===== src/rtl/arm7tdmi_pkg.sv =====
// ----------------------------------------------------------------------------
// arm7tdmi_pkg
//   Shared types for the ARM7TDMI execute-stage multiplier.
//   mul_op_t    : 3-bit operation descriptor {is_long, is_signed, accum}
//                 MUL=000 MLA=001 UMULL=100 UMLAL=101 SMULL=110 SMLAL=111
//   mul_state_t : multiplier FSM states
// ----------------------------------------------------------------------------
package arm7tdmi_pkg;

    typedef struct packed {
        logic is_long;
        logic is_signed;
        logic accum;
    } mul_op_t;

    typedef enum logic [1:0] {
        MUL_IDLE = 2'd0,
        MUL_CALC = 2'd1,
        MUL_DONE = 2'd2
    } mul_state_t;

endpackage


===== src/rtl/arm7tdmi_mul_step.sv =====
// ----------------------------------------------------------------------------
// arm7tdmi_mul_step
//   Combinational single step of the iterative multiplier:
//     acc_o = acc_i + ((rm_ext_i * chunk_i) << shamt_i)
//                   - (correct_i ? rm_ext_i << (shamt_i + BITS_PER_CYCLE) : 0)
//   The chunk is always treated as unsigned; a negatively weighted Rs tail
//   (signed top chunk, or an all-ones remainder) is folded in through the
//   correction term.
// Ports:
//   acc_i     in  2*XLEN          running accumulator
//   rm_ext_i  in  2*XLEN          multiplicand, already sign/zero extended
//   chunk_i   in  BITS_PER_CYCLE  current Rs chunk
//   shamt_i   in  SHW             bit weight of the current chunk
//   correct_i in  1               subtract rm_ext_i weighted just above chunk
//   acc_o     out 2*XLEN          updated accumulator (mod 2^(2*XLEN))
// ----------------------------------------------------------------------------
module arm7tdmi_mul_step
    import arm7tdmi_pkg::*;
#(
    parameter int XLEN           = 32,
    parameter int BITS_PER_CYCLE = 8,
    parameter int SHW            = 6
) (
    input  logic [2*XLEN-1:0]         acc_i,
    input  logic [2*XLEN-1:0]         rm_ext_i,
    input  logic [BITS_PER_CYCLE-1:0] chunk_i,
    input  logic [SHW-1:0]            shamt_i,
    input  logic                      correct_i,
    output logic [2*XLEN-1:0]         acc_o
);

    logic [2*XLEN-1:0] partial;
    logic [2*XLEN-1:0] shifted;
    logic [2*XLEN-1:0] corr;

    always_comb begin
        partial = rm_ext_i * {{(2*XLEN-BITS_PER_CYCLE){1'b0}}, chunk_i};
        shifted = partial << shamt_i;
        corr    = correct_i ? (rm_ext_i << (shamt_i + SHW'(BITS_PER_CYCLE))) : '0;
        acc_o   = acc_i + shifted - corr;
    end

endmodule


===== src/rtl/arm7tdmi_mul_unit.sv =====
// ----------------------------------------------------------------------------
// arm7tdmi_mul_unit
//   Iterative MUL/MLA/UMULL/UMLAL/SMULL/SMLAL unit for the ARM7TDMI execute
//   stage. Retires BITS_PER_CYCLE bits of Rs per CALC cycle.
//   FSM: IDLE -> CALC -> DONE -> IDLE. done_o pulses for the DONE cycle.
//   Optional feature macro: ARM7_MUL_EARLY_TERM_EN
//     When defined, CALC ends as soon as the unprocessed Rs bits are all zero
//     (or all one for signed ops). Results are identical, only latency shrinks.
// Ports:
//   clk, rst_n           clock / asynchronous active-low reset
//   flush_i              cancel the operation in flight (wins over start_i)
//   start_i, op_i        request and operation, sampled while ready_o=1
//   rm_i, rs_i           multiplicand / multiplier
//   rn_i, rdhi_i         accumulate low word / high word (long accumulate)
//   ready_o              unit idle
//   done_o               one-cycle result-valid pulse
//   res_lo_o, res_hi_o   result words (res_hi_o = 0 for short ops)
//   n_o, z_o             N/Z flags of the result
// ----------------------------------------------------------------------------
module arm7tdmi_mul_unit
    import arm7tdmi_pkg::*;
#(
    parameter int XLEN           = 32,
    parameter int BITS_PER_CYCLE = 8
) (
    input  logic            clk,
    input  logic            rst_n,
    input  logic            flush_i,
    input  logic            start_i,
    input  mul_op_t         op_i,
    input  logic [XLEN-1:0] rm_i,
    input  logic [XLEN-1:0] rs_i,
    input  logic [XLEN-1:0] rn_i,
    input  logic [XLEN-1:0] rdhi_i,
    output logic            ready_o,
    output logic            done_o,
    output logic [XLEN-1:0] res_lo_o,
    output logic [XLEN-1:0] res_hi_o,
    output logic            n_o,
    output logic            z_o
);

    localparam int ITER = XLEN / BITS_PER_CYCLE;
    localparam int CW   = (ITER > 1) ? $clog2(ITER) : 1;
    localparam int SHW  = $clog2(2*XLEN);

`ifdef ARM7_MUL_EARLY_TERM_EN
    localparam bit EARLY_TERM = 1'b1;
`else
    localparam bit EARLY_TERM = 1'b0;
`endif

    mul_state_t        state_q, state_d;
    logic [CW-1:0]     cnt_q, cnt_d;
    logic              long_q, long_d;
    logic              signed_q, signed_d;
    logic [2*XLEN-1:0] rm_ext_q, rm_ext_d;
    logic [XLEN-1:0]   rs_q, rs_d;
    logic [2*XLEN-1:0] acc_q, acc_d;
    logic [XLEN-1:0]   res_lo_q, res_lo_d;
    logic [XLEN-1:0]   res_hi_q, res_hi_d;
    logic              n_q, n_d;
    logic              z_q, z_d;
    logic              done_q, done_d;

    logic [SHW-1:0]            shamt;
    logic [SHW-1:0]            shamt_next;
    logic [BITS_PER_CYCLE-1:0] chunk;
    logic [XLEN-1:0]           rs_sra;
    logic                      last_step;
    logic                      rem_zero;
    logic                      rem_ones;
    logic                      correct;
    logic                      finish;
    logic [2*XLEN-1:0]         acc_step;

    // Chunk selection and termination detect. The remainder checks look at
    // the Rs bits above the chunk being retired this cycle. On the final
    // chunk of a signed op the chunk's MSB carries negative weight, which is
    // expressed as an unsigned chunk plus a correction one chunk higher; an
    // all-ones signed remainder is the same -2^k correction.
    always_comb begin
        shamt      = SHW'(cnt_q) * SHW'(BITS_PER_CYCLE);
        shamt_next = shamt + SHW'(BITS_PER_CYCLE);
        chunk      = BITS_PER_CYCLE'(rs_q >> shamt);
        rs_sra     = $signed(rs_q) >>> shamt_next;
        last_step  = (cnt_q == CW'(ITER-1));
        rem_zero   = ((rs_q >> shamt_next) == '0);
        rem_ones   = &rs_sra;
        if (last_step) begin
            correct = signed_q & chunk[BITS_PER_CYCLE-1];
            finish  = 1'b1;
        end else begin
            correct = EARLY_TERM & signed_q & rem_ones & ~rem_zero;
            finish  = EARLY_TERM & (rem_zero | (signed_q & rem_ones));
        end
    end

    arm7tdmi_mul_step #(
        .XLEN           (XLEN),
        .BITS_PER_CYCLE (BITS_PER_CYCLE),
        .SHW            (SHW)
    ) u_step (
        .acc_i     (acc_q),
        .rm_ext_i  (rm_ext_q),
        .chunk_i   (chunk),
        .shamt_i   (shamt),
        .correct_i (correct),
        .acc_o     (acc_step)
    );

    // Next-state logic. Outputs and flags only change on the CALC -> DONE
    // transition, so a flush leaves the previous result visible.
    always_comb begin
        state_d  = state_q;
        cnt_d    = cnt_q;
        long_d   = long_q;
        signed_d = signed_q;
        rm_ext_d = rm_ext_q;
        rs_d     = rs_q;
        acc_d    = acc_q;
        res_lo_d = res_lo_q;
        res_hi_d = res_hi_q;
        n_d      = n_q;
        z_d      = z_q;
        done_d   = 1'b0;

        case (state_q)
            MUL_IDLE: begin
                if (start_i && !flush_i) begin
                    state_d  = MUL_CALC;
                    cnt_d    = '0;
                    long_d   = op_i.is_long;
                    signed_d = op_i.is_signed;
                    rs_d     = rs_i;
                    rm_ext_d = op_i.is_signed ? {{XLEN{rm_i[XLEN-1]}}, rm_i}
                                              : {{XLEN{1'b0}}, rm_i};
                    if (!op_i.accum) begin
                        acc_d = '0;
                    end else if (op_i.is_long) begin
                        acc_d = {rdhi_i, rn_i};
                    end else begin
                        acc_d = {{XLEN{1'b0}}, rn_i};
                    end
                end
            end
            MUL_CALC: begin
                if (flush_i) begin
                    state_d = MUL_IDLE;
                end else begin
                    acc_d = acc_step;
                    cnt_d = cnt_q + CW'(1);
                    if (finish) begin
                        state_d  = MUL_DONE;
                        done_d   = 1'b1;
                        res_lo_d = acc_step[XLEN-1:0];
                        if (long_q) begin
                            res_hi_d = acc_step[2*XLEN-1:XLEN];
                            n_d      = acc_step[2*XLEN-1];
                            z_d      = (acc_step == '0);
                        end else begin
                            res_hi_d = '0;
                            n_d      = acc_step[XLEN-1];
                            z_d      = (acc_step[XLEN-1:0] == '0);
                        end
                    end
                end
            end
            MUL_DONE: begin
                state_d = MUL_IDLE;
            end
            default: begin
                state_d = MUL_IDLE;
            end
        endcase
    end

    always_ff @(posedge clk or negedge rst_n) begin
        if (!rst_n) begin
            state_q  <= MUL_IDLE;
            cnt_q    <= '0;
            long_q   <= 1'b0;
            signed_q <= 1'b0;
            rm_ext_q <= '0;
            rs_q     <= '0;
            acc_q    <= '0;
            res_lo_q <= '0;
            res_hi_q <= '0;
            n_q      <= 1'b0;
            z_q      <= 1'b0;
            done_q   <= 1'b0;
        end else begin
            state_q  <= state_d;
            cnt_q    <= cnt_d;
            long_q   <= long_d;
            signed_q <= signed_d;
            rm_ext_q <= rm_ext_d;
            rs_q     <= rs_d;
            acc_q    <= acc_d;
            res_lo_q <= res_lo_d;
            res_hi_q <= res_hi_d;
            n_q      <= n_d;
            z_q      <= z_d;
            done_q   <= done_d;
        end
    end

    assign ready_o  = (state_q == MUL_IDLE);
    assign done_o   = done_q;
    assign res_lo_o = res_lo_q;
    assign res_hi_o = res_hi_q;
    assign n_o      = n_q;
    assign z_o      = z_q;

endmodule


===== config.mk =====
export PLATFORM = sky130hd
export DESIGN_NAME = arm7tdmi_mul_unit
export DESIGN_NICKNAME = d
export VERILOG_FILES = /design/src/rtl/arm7tdmi_pkg.sv /design/src/rtl/arm7tdmi_mul_step.sv /design/src/rtl/arm7tdmi_mul_unit.sv
export SDC_FILE = /design/constraint.sdc
export NUM_CORES = 1
export LEC_CHECK = 0
export CORE_UTILIZATION = 40
export DETAILED_ROUTE_END_ITERATION = 10
export PLACE_DENSITY_LB_ADDON = 0.15
export SETUP_SLACK_MARGIN = 0.1
export SLEW_MARGIN = 25
export SYNTH_ARGS = -nofsm -noshare
export SYNTH_HDL_FRONTEND = slang
export SYNTH_SLANG_ARGS = --single-unit

===== constraint.sdc =====
create_clock -name clk -period 25.2 [get_ports clk]
set_clock_uncertainty 0.15 [all_clocks]
set_input_delay 2.52 -clock clk [delete_from_list [all_inputs] [get_ports clk]]
set_output_delay 2.52 -clock clk [all_outputs]
set_load 0.05 [all_outputs]

# Word-level counts from Yosys, hierarchy flattened
# Cells that the tools add are included.
[word_totals]
input_bits = 135
elab_cells = 59
regBits = 233
[op_classes]
bitwise_logic = 2
shift = 3
multipliers = 1
add_sub_neg = 4
n_eq_ne = 5
n_mux = 22
n_reduce_logical = 10
[ops]
columns = ["op", "count"]
rows = [
  ["two-way mux 64 bit", 6],
  ["case mux 64 bit (2 select lines)", 1],
  ["adder 64 bit", 1],
  ["logical NOT 64 bit", 1],
  ["multiplier 64 x 8 -> 64 bit", 1],
  ["left shift 64 x 5 -> 64 bit", 1],
  ["left shift 64 x 6 -> 64 bit", 1],
  ["subtractor 64 bit", 1],
  ["logical NOT 32 bit", 1],
  ["two-way mux 32 bit", 1],
  ["right shift 32 x 5 -> 8 bit", 1],
  ["two-way mux 2 bit", 5],
  ["case mux 2 bit (2 select lines)", 2],
  ["two-way mux 1 bit", 7],
  ["adder 5 x 4 -> 6 bit, second input constant", 1],
  ["AND reduction 3 bit", 2],
  ["AND reduction 2 bit", 2],
  ["inequality test 3 bit, second input constant", 1],
  ["adder 2 x 1 -> 2 bit, second input constant", 1],
  ["== test 2 x 1 -> 1 bit, second input constant", 1],
  ["== test 2 bit, second input constant", 1],
  ["logical NOT 2 bit", 1],
  ["inequality test 2 x 1 -> 1 bit, second input constant", 1],
  ["inequality test 2 bit, second input constant", 1],
  ["other kinds (5)", 5],
]

# Depth between registers and ports, before layout
[logic_depth]
depth_word = 7
mapped_depth = 42

# By module
# From an unflattened synthesis, not the netlist that was laid out.
[hier_totals]
cells_unflattened = 4440
hier_area_um2 = 36045.8
[modules_own_cells]
columns = ["module", "area_per_inst_um2", "seq_area_each_um2", "n_inst", "cells_per_inst"]
rows = [
  ["arm7tdmi_mul_step", 27590.2, 0.0, 1, 3500],
  ["arm7tdmi_mul_unit", 8455.6, 5054.8, 1, 940],
]

# Worst setup path after synthesis
# No wires, ideal clock.
[synth_timing]
path_type = "register to register"
from = "reg cnt_q[0]"
to = "reg z_q, in the netlist z_o"
arrival_ns = 9.897
stages_incl_launch_ff = 39
t_required_ns = 24.984
setup_slack_ns = 15.087
path_buffers = 4
cell_sequence = "dfrtp_1 -> clkbuf_1 -> clkbuf_1 -> mux4_2 -> clkbuf_1 -> and2_1 -> fa_1 -> fa_1 -> fa_1 -> fa_1 -> ha_1 -> o21a_1 -> o21a_1 -> a221o_1 -> a21oi_1 -> a211oi_1 -> o211ai_1 -> a21oi_1 -> (+3 left out) -> mux2_2 -> mux2_2 -> fa_1 -> inv_1 -> ha_1 -> clkbuf_1 -> nand4_1 -> or3_1 -> or2_2 -> o221ai_1 -> a21oi_2 -> nor3_1 -> nor2_1 -> xnor2_1 -> or4_1 -> nor4_1 -> nand4_1 -> nand2_1"
[synth_via]
elab_chain_len = 7
elab_cells_between_ends = 16
classes_between = "add/sub: 3; mul: 1; eq/ne: 1; shift: 3; mux: 4; bitwise: 1; reduce/logical: 3"
[synth_lines]
columns = ["element", "line", "text"]
rows = [
  ["from (decl)", "arm7tdmi_mul_unit.sv:54", "logic [CW-1:0] cnt_q, cnt_d;"],
  ["from (signal assigned)", "arm7tdmi_mul_unit.sv:194", "cnt_q <= cnt_d;"],
  ["right shift 32 x 5 -> 8 bit", "arm7tdmi_mul_unit.sv:85", "chunk = BITS_PER_CYCLE'(rs_q >> shamt);"],
  ["multiplier 64 x 8 -> 64 bit / AND 1 bit (equally long branches)", "arm7tdmi_mul_step.sv:37, arm7tdmi_mul_unit.sv:91", ""],
  ["left shift 64 x 5 -> 64 bit / two-way mux 1 bit (equally long branches)", "arm7tdmi_mul_step.sv:38, arm7tdmi_mul_unit.sv:90", ""],
  ["adder 64 bit / two-way mux 64 bit (equally long branches)", "arm7tdmi_mul_step.sv:40, arm7tdmi_mul_step.sv:39", ""],
  ["subtractor 64 bit", "arm7tdmi_mul_step.sv:40", "acc_o = acc_i + shifted - corr;"],
  ["logical NOT 64 bit / logical NOT 32 bit (equally long branches)", "arm7tdmi_mul_unit.sv:160, arm7tdmi_mul_unit.sv:164", ""],
  ["two-way mux 1 bit", "arm7tdmi_mul_unit.sv:157", "if (long_q) begin"],
  ["to (signal assigned)", "arm7tdmi_mul_unit.sv:203", "z_q <= z_d;"],
  ["to (decl)", "arm7tdmi_mul_unit.sv:63", "logic z_q, z_d;"],
]
# Parallel ways exist; a longest one is shown, timed or not.
# A chain may end at the register's enable or synchronous reset.

# Final worst setup path
# Same ends and word-level chain as after synthesis.

==> impl_results.md <==
* Cell Area, Synth at 0.02468 mm2
* Diode count at 0
* DIE WIDTH at 250.4 um
* Final worst path period share at 44.33%
* Routed wl met3 at 4505 um
* Avg Vias per Cell at 5.631
* Post-synth cell types at 88
* Fill cells at 5900
* Max-slew headroom at roughly 37%
* Clock Path Buffers at 3
* Register-to-register setup slack at 14.03 ns
* Nets at around 3400
* Worst Reg-to-Reg Cells at 36
* Area Growth Syn to Fin at 14.13%
* Critical Path RT at approximately 26 ns
* Seq. cell area at 0.005060 mm2
* Warnings, synthesis at 0
* Clock transition at path regs at approximately 0.060 ns
* Sequential area share after synthesis at between 20% and 30%
* Full die area at roughly 0.063 mm2
* Synthesized instance count at 2816
* Most frequent cells in the layout: 316 x inv_1, 309 x nand2_1, 274 x fa_1, 206 x and2_1, 201 x clkdlybuf4s50_1
* Top cells by area, synth: fa_1 22%, dfrtp_1 20%, ha_1 6.0%, and2_1 5.2%, inv_1 4.8%
* Final setup fails at 0
* Max-cap viol count at 0
* CTS Sinks at 202
* Worst setup SP type: flip-flop
* Most common cell after layout, fill and taps aside: inv_1
* H-tree levels at 1
* Post-cts sizing count at 0
* Initial drt markers at 1599
* Starting Density at 40.67%
* Wl on met1 at 39080 um
* Setup tns final at 0 ns
* Top layer reached by signal wires: met4
* Iteration count of the initial detailed-routing pass at 5
* Cell count of the worst hold path at 2
* Most Frequent Cell on Critical Path: fa_1
* Setup bufs post-CTS at 0
* Detailed-route wire length at around 84000 um
* Area of the core at a little over 0.06 mm2
* Skew-Pair Late Insertion Delay at ~0.6 ns
* DRC at 0
* Slowest stage delay, CP at around 0.9 ns
* Root Buffer: clkbuf_16
* HP Class: flip-flop to flip-flop
* WS Path Type: flip-flop to flip-flop
* I/O Buffers at 202
* Vias post-DR at 20950
* Avg WL per Cell at 22.58 um
* Status: complete, no violations
* WHS Endpoint: res_lo_o[11]$_DFFE_PN0P_
* Synthesized area per cell at 8.765 um2
* Yosys top cell by area: fa_1
* Initial antenna violation count at 1
* Routability cong. at 0.9479
* # hold bufs at CTS at 0
* Worst r2r src: cnt_q[0]$_DFFE_PN0P_
* CP arrival at 11.56 ns
* DRT antenna net count at 0
* Worst slew pin tran at ~0.94 ns
* RSZ-0062 raised after global routing: no
* Min-delay src: res_lo_o[11]$_DFFE_PN0P_
* TritonCTS clock tree: done
* Cell Rows at 90
* Ys async rst share at 100.0%
* Largest net degree at the start of global routing at 80
* Die Ht at 250.4 um
* WL met2 at 38340 um
* First-pass GRT wire length at 130700 um
* Io pins at 203
* Yosys top cell area share at 22.22%
* Hold Vio Cnt, Final at 0
* Predominant post-synthesis flop cell: dfrtp_1
* Yosys reg bits at 202
* Slew Viols, Final at 0
* CP Max Fanout at 33
* Fin crit period at roughly 11 ns
* Footprint of the multi-input gates at 0.01789 mm2
* Post-DP HPWL at ~66000 um
* Overflow after GRT at 0
* Slowest CP cell: mux4_2
* Worst R2R End: z_o$_DFFE_PN0P_
* Total Routing Usage GR at 27.08%
* Num CTS Buffers at 27
* Vias in the first global route at 21680
* CP Capture Type: flip-flop
* Post-synth EDFFs at 0
* Layout cell share with drive strength beyond 1 at 6.839%
* Fmax at 89.51 MHz
==> layer usage <==
layer | GRT usage [%] | vias to the layer above
li1 | - | 9629
met1 | 39.32 | 10610
met2 | 42.90 | 618
met3 | 3.242 | 100
met4 | 6.503 | 0
met5 | 0 | -
==> state kept, by name, indices dropped and copies added (netlist names) <==
register	count
cnt_q	2
state_q	2
z_o	1
n_o	1
res_lo_o	32
res_hi_o	32
acc_q	64
long_q	1
rs_q	32
signed_q	1
done_o	1
rm_ext_q	33
==> through the flow <==
step           std cells  setup WS [ns]  util (%)  hold slack (ns)  instance area [um2]
6_report            3721          14.03     46.41           0.3273                28170
4_1_cts             3721          14.12     46.41           0.3332                28170
3_5_place_dp        3674          14.12     44.96           0.3184                27290
3_3_place_gp        3674          14.16     44.96           0.3142                27290
2_1_floorplan       2846          15.09         -           0.3063                24800
5_1_grt             3721          13.32     46.41           0.3641                28170
==> cells in the mapped netlist (7+ instances only) <==
master,count
buf_2,15
mux2_2,87
nand2_1,310
nor2b_1,9
or3_1,8
or2_2,10
inv_1,316
xnor2_1,48
a21o_1,48
dfrtp_1,202
mux2i_1,29
a221oi_1,16
nand2b_1,21
nor4_1,11
mux4_2,8
a22o_1,25
o31ai_1,9
a31o_2,7
o21a_1,26
nand3_1,25
a31oi_1,15
o211ai_1,18
o21bai_1,18
nor2_1,148
o21ai_0,134
a21oi_1,190
a211o_1,8
and2_1,206
xor2_1,41
nand4_1,30
clkbuf_1,138
and3_1,30
a211oi_1,26
a311oi_1,24
fa_1,274
o221ai_1,8
ha_1,118
buf_1,20
a22oi_1,12
nor3_1,18
o21ai_1,11
==> cells by family (layout without fill, tap and decap cells) <==
kind of cell / count (synthesis) / in the layout / share of synthesized area, %
AND/OR/NAND/NOR: 859 / 859 / 17.21
flip-flops: 202 / 202 / 20.48
multiplexers: 124 / 124 / 5.875
XOR/XNOR: 90 / 90 / 3.249
buffers and inverters: 493 / 586 / 7.604
adder cells (fa/ha/maj): 392 / 392 / 28.21
other: 2 / 32 / 0.03043
AO/OA/AOI/OAI: 654 / 654 / 17.35
==> final cells by class <==
cell class | count | area share [%]
Multi-Input combinational cell | 2151 | 63.50
Clock buffer | 34 | 2.598
Tap cell | 782 | 3.473
Timing Repair Buffer | 220 | 7.675
Inverter | 319 | 4.251
Clock inverter | 13 | 0.5374
Sequential cell | 202 | 17.96
==> worst max-delay path: cells and delay by family, from the launching register on <==
family / cells / cell delay, ns
AOI/OAI and AO/OA: 8 / 2.11
xor gates and xnor gates: 2 / 0.56
muxes: 1 / 0.88
adders and majority gates: 7 / 3.41
buffers and inverters: 3 / 0.17
DFF: 1 / 0.60
and+or+nand+nor: 15 / 3.22
==> worst max-delay path by stage <==
stage | startpoint | end | slack (ns) | cells after the start
after floorplan | cnt_q[0]$_DFFE_PN0P_ | z_o$_DFFE_PN0P_ | 15.09 | 38
after global placement | cnt_q[0]$_DFFE_PN0P_ | z_o$_DFFE_PN0P_ | 14.16 | 35
after detailed placement | cnt_q[0]$_DFFE_PN0P_ | acc_q[63]$_DFFE_PN0P_ | 14.12 | 32
after CTS | cnt_q[0]$_DFFE_PN0P_ | z_o$_DFFE_PN0P_ | 14.12 | 36
after global routing | cnt_q[0]$_DFFE_PN0P_ | z_o$_DFFE_PN0P_ | 13.32 | 36
final | cnt_q[0]$_DFFE_PN0P_ | z_o$_DFFE_PN0P_ | 14.03 | 36
Power is left out: the tool's default activity adds up to more than one toggle a clock period on the data nets, which glitch-free logic cannot reach.
